File: src/rtl/shift_left_unit.sv
// Registered logical left shifter: returns the shifted word, the bits pushed off
// the MSB end (right-aligned) and an overflow flag one clock after acceptance.
module shift_left_unit #(
    parameter  int WIDTH         = 64,
    parameter  int DEFAULT_SHAMT = 2,
    localparam int SW            = $clog2(WIDTH)
) (
    input  logic             clk,
    input  logic             rst_n,
    input  logic             in_valid,
    input  logic [WIDTH-1:0] data_input,
    input  logic             use_shamt,
    input  logic [SW-1:0]    shamt,
    output logic             out_valid,
    output logic [WIDTH-1:0] data_output,
    output logic [WIDTH-1:0] shifted_out,
    output logic             overflow
);

    localparam logic [SW-1:0] DEFAULT_K = SW'(DEFAULT_SHAMT);

    logic [SW-1:0]        w_amount;
    logic [2*WIDTH-1:0]   w_stage [0:SW];
    logic [WIDTH-1:0]     w_data_next;
    logic [WIDTH-1:0]     w_shout_next;

    logic                 r_valid;
    logic [WIDTH-1:0]     r_data;
    logic [WIDTH-1:0]     r_shout;
    logic                 r_ovf;

    assign w_amount = use_shamt ? shamt : DEFAULT_K;

    // Shifting {zeros, operand} as one double-width word makes the upper half
    // collect exactly the discarded bits, so one barrel serves both paths.
    assign w_stage[0] = {{WIDTH{1'b0}}, data_input};

    for (genvar g = 0; g < SW; g++) begin : g_stage
        assign w_stage[g+1] = w_amount[g] ? (w_stage[g] << (2**g)) : w_stage[g];
    end

    assign w_data_next  = w_stage[SW][WIDTH-1:0];
    assign w_shout_next = w_stage[SW][2*WIDTH-1:WIDTH];

    always_ff @(posedge clk) begin
        if (!rst_n) begin
            r_valid <= 1'b0;
            r_data  <= '0;
            r_shout <= '0;
            r_ovf   <= 1'b0;
        end else begin
            r_valid <= in_valid;
            if (in_valid) begin
                r_data  <= w_data_next;
                r_shout <= w_shout_next;
                r_ovf   <= |w_shout_next;
            end
        end
    end

    assign out_valid   = r_valid;
    assign data_output = r_data;
    assign shifted_out = r_shout;
    assign overflow    = r_ovf;

endmodule

File: config.mk
export PLATFORM = sky130hd
export DESIGN_NAME = shift_left_unit
export DESIGN_NICKNAME = d
export VERILOG_FILES = /design/src/rtl/shift_left_unit.sv
export SDC_FILE = /design/constraint.sdc
export NUM_CORES = 1
export LEC_CHECK = 0
export ABC_AREA = 1
export CORE_ASPECT_RATIO = 1.2
export CORE_MARGIN = 8
export CORE_UTILIZATION = 52
export CTS_CLUSTER_DIAMETER = 100
export CTS_CLUSTER_SIZE = 20
export DETAILED_ROUTE_END_ITERATION = 6
export HOLD_SLACK_MARGIN = 0.02
export PLACE_DENSITY = 0.82
export SYNTH_ARGS = -nofsm -noshare
export SYNTH_HDL_FRONTEND = slang
export SYNTH_SLANG_ARGS = --single-unit
export TNS_END_PERCENT = 30
File: constraint.sdc
create_clock -name clk -period 2.35 [get_ports clk]
set_clock_uncertainty 0.15 [all_clocks]
set_input_delay 0.3525 -clock clk [delete_from_list [all_inputs] [get_ports clk]]
set_output_delay 0.3525 -clock clk [all_outputs]
set_load 0.01 [all_outputs]
==> results.sh <==
export IMPL_grt_ovfl_total=0
export IMPL_start_util_pct=52.4
export IMPL_grtUsageTotal_pct=38.3
export IMPL_p_int_mw=5.13
export IMPL_r2r_cells=2
export IMPL_cts_root_buf="clkbuf_16"
export IMPL_clk_latency_ns=0.43
export IMPL_hp_class="flip-flop to flip-flop"
export IMPL_holdPathEnd="shifted_out[12]"
export IMPL_synth_top_cell_by_area="dfxtp_1"
export IMPL_violations="DRC, setup timing"
export IMPL_drt_iter0_markers=2634
export IMPL_wl_per_cell_microns=20.6
export IMPL_final_util_pct=82.6
export IMPL_worstSetupPathType="primary input to flip-flop"
export IMPL_holdPathStages=2
export IMPL_p_seq_share_pct=29.4
export IMPL_max_cap_violations=0
export IMPL_yosys_warnings=0
export IMPL_finalWeightedCongestion=1.03
export IMPL_synth_seq_cells=129
export IMPL_period_minus_slack_ns=2.44
export IMPL_p_switching_mw=3.02
export IMPL_grt_use_met2_pct=61.1
export IMPL_final_cell_mix="514 x nand2_1, 389 x nand3_1, 272 x buf_4"
export IMPL_worstPathRequired_ns=2.52
export IMPL_use_met3_pct=8.77
export IMPL_grtUsageMet1_pct=47.2
export IMPL_fin_ws_ns=-0.0931
export IMPL_layoutNonFillerInstCount=2266
export IMPL_synth_cell_types=34
export IMPL_power_density_nw_per_um2=549
export IMPL_htreeDepth=4
export IMPL_cts_tree="yes"
export IMPL_critical_path_arrival_ns=2.61
export IMPL_dp_hpwl_microns=33300
export IMPL_fp_dieH_microns=163
export IMPL_max_slew_margin_pct=60.6
export IMPL_drt_total_wl_microns=46600
export IMPL_synth_top_cells_by_area="dfxtp_1 27%, nand3_1 24%, nand2_1 22%"
export IMPL_combPwrFrac_pct=37.2
export IMPL_layout_commonest_cell="nand2_1"
export IMPL_grt_pass1_vias=13080
export IMPL_viasPerCell=6.25
export IMPL_avgSynthCellArea_sq_um=5.79
export IMPL_drt_first_pass_iters=7
export IMPL_synth_nets=1700
export IMPL_power_switching_share_pct=37.0
export IMPL_placed_cell_area_sq_um=13500
export IMPL_synthArstFlopShare_pct=0
export IMPL_hp_start="shifted_out[12]"
export IMPL_tightest_slew_ns=0.586
export IMPL_stdcell_area_sq_um=14800
export IMPL_busiest_layer="met2"
export IMPL_fin_nets=2103
export IMPL_cts_buffers=17
export IMPL_reg2reg_from="data_output[47]"
export IMPL_rows=54
export IMPL_timing_final_crit_share_pct=104
export IMPL_grt_max_degree=46
export IMPL_syn_to_final_growth_pct=57.6
export IMPL_die_area_sq_um=22700
export IMPL_clk_pin_slew_worst_paths_ns=0.07
export IMPL_io_pin_count=204
export IMPL_syn_cell_area_sq_um=9420
export IMPL_diodes=0
export IMPL_endpoint_kind="flip-flop"
export IMPL_critPathLaunch="use_shamt"
export IMPL_clock_fmax_ghz=0.409
export IMPL_synth_enable_flop_cells=0
export IMPL_total_power_mw=8.15
export IMPL_drtAntennaViolNets=0
export IMPL_synth_top_area_share_pct=27.4
export IMPL_timing_rr_end="data_output[47]"
export IMPL_core_area_sq_um=18000
export IMPL_vias=14171
export IMPL_setup_violations=1
export IMPL_portBuffers=202
export IMPL_rrSetupSlack_ns=1.24
export IMPL_synth_seq_area_share_pct=27.4
export IMPL_drv_slew=0
export IMPL_clockBufferDepth=2
export IMPL_p_leak_nw=6.91
export IMPL_cp_max_fo=25
export IMPL_ys_flop_type="dfxtp_1"
export IMPL_final_layout_size_suffix_gt1_share_pct=23.1
export IMPL_syn_inst=1626
export IMPL_critPathLaunchType="primary input"
export IMPL_dp_cells=2215
export IMPL_grt_first_pass_wirelength_microns=69700
export IMPL_p_clk_share_pct=33.4
export IMPL_worst_hold_slack_ns=0.308
export IMPL_antenna_found_initial=0
export IMPL_ir_worst_vdd_mv=0.514
export IMPL_finalHoldViolCount=0
export IMPL_drc=48
export IMPL_die_width_microns=139
export IMPL_status="finished, violations left"
export IMPL_cts_sinks=129
## power by group through the flow
| stage | clock, mW | sequential, mW | combinational, mW |
|---|---|---|---|
| after floorplan | 0 | 2.48 | 1.22 |
| after global placement | 0 | 2.43 | 2.63 |
| after global routing | 2.80 | 2.41 | 3.19 |
| after CTS | 2.70 | 2.39 | 2.75 |
| after detailed placement | 0 | 2.43 | 2.67 |
| final | 2.72 | 2.40 | 3.03 |
## worst max path at each step
stage / slack [ns] / end / cells past startpoint
4_1_cts: 0.01 / overflow / 19
6_report: -0.09 / overflow / 19
5_1_grt: -0.22 / overflow / 19
3_5_place_dp: -0.72 / overflow / 16
2_1_floorplan: 0.21 / overflow / 17
3_3_place_gp: -0.70 / overflow / 16
## cells in the mapped netlist (all sizes together) (7+ instances only)
cell	instances
nand2	553
clkbuf	51
dfxtp	129
inv	58
nor3	11
o211ai	10
nand3	448
a21oi	35
nand4	14
a31oi	14
nor2	73
a22o	7
o21ai	123
a32o	8
buf	71
## sequential cells by signal, summed over array words and instances (netlist names)
register and count:
data_output 64, out_valid 1, overflow 1, shifted_out 63
## timing repair
action                                  CTS  global route
hold buffers                              0             0
resized for setup                        28           119
endpoints found under the setup margin   30            18
cloned                                    1             5
pin swaps                                 3            21
setup buffers                             6             7
hold endpoints to repair                  0             0
## layer usage
layer	up-vias	wire length [microns]
met2	1212	20500
met4	0	3180
met5	-	0
li1	6309	-
met3	307	5610
met1	6343	17200
## logic make-up (layout without fill, tap and decap cells)
logic type,after synthesis,after routing,share of synthesized area [%]
other,1,1,0.0398
buffers and inverters,184,600,8.99
multiplexers,2,2,0.212
AND/OR/NAND/NOR,1102,1102,50.8
AO/OA/AOI/OAI,208,208,12.5
flip-flops,129,129,27.4
## layout make-up
cell class | instances | area [sq um]
Multi-Input combinational cell | 1313 | 6480
Sequential cell | 129 | 2580
Fill cell | 1193 | 3130
Clock buffer | 17 | 425
Timing Repair Buffer | 506 | 4680
Inverter | 62 | 238
Clock inverter | 15 | 166
Tap cell | 224 | 280
## metrics by stage
step	setup TNS (ns)	setup slack (ns)
after global placement	-37.72	-0.695
after CTS	0	0.0119
after detailed placement	-44.28	-0.724
final	-0.0931	-0.0931
after global routing	-0.223	-0.215
after floorplan	0	0.205
## critical path, cell delays in order
cell and delay (ns):
buf_6 0.13, inv_2 0.06, nor2_4 0.10, buf_12 0.14, buf_12 0.11, buf_16 0.16
nand3_1 0.13, nand3_1 0.14, nand3_1 0.14, nand3_1 0.10, nand2_1 0.17, a21oi_2 0.22
nand2_1 0.07, nor2_1 0.15, nand2_1 0.10, nor2_1 0.11, nand3_1 0.10, nand2_1 0.07
inv_1 0.05
(Power assumes the default switching activity.)
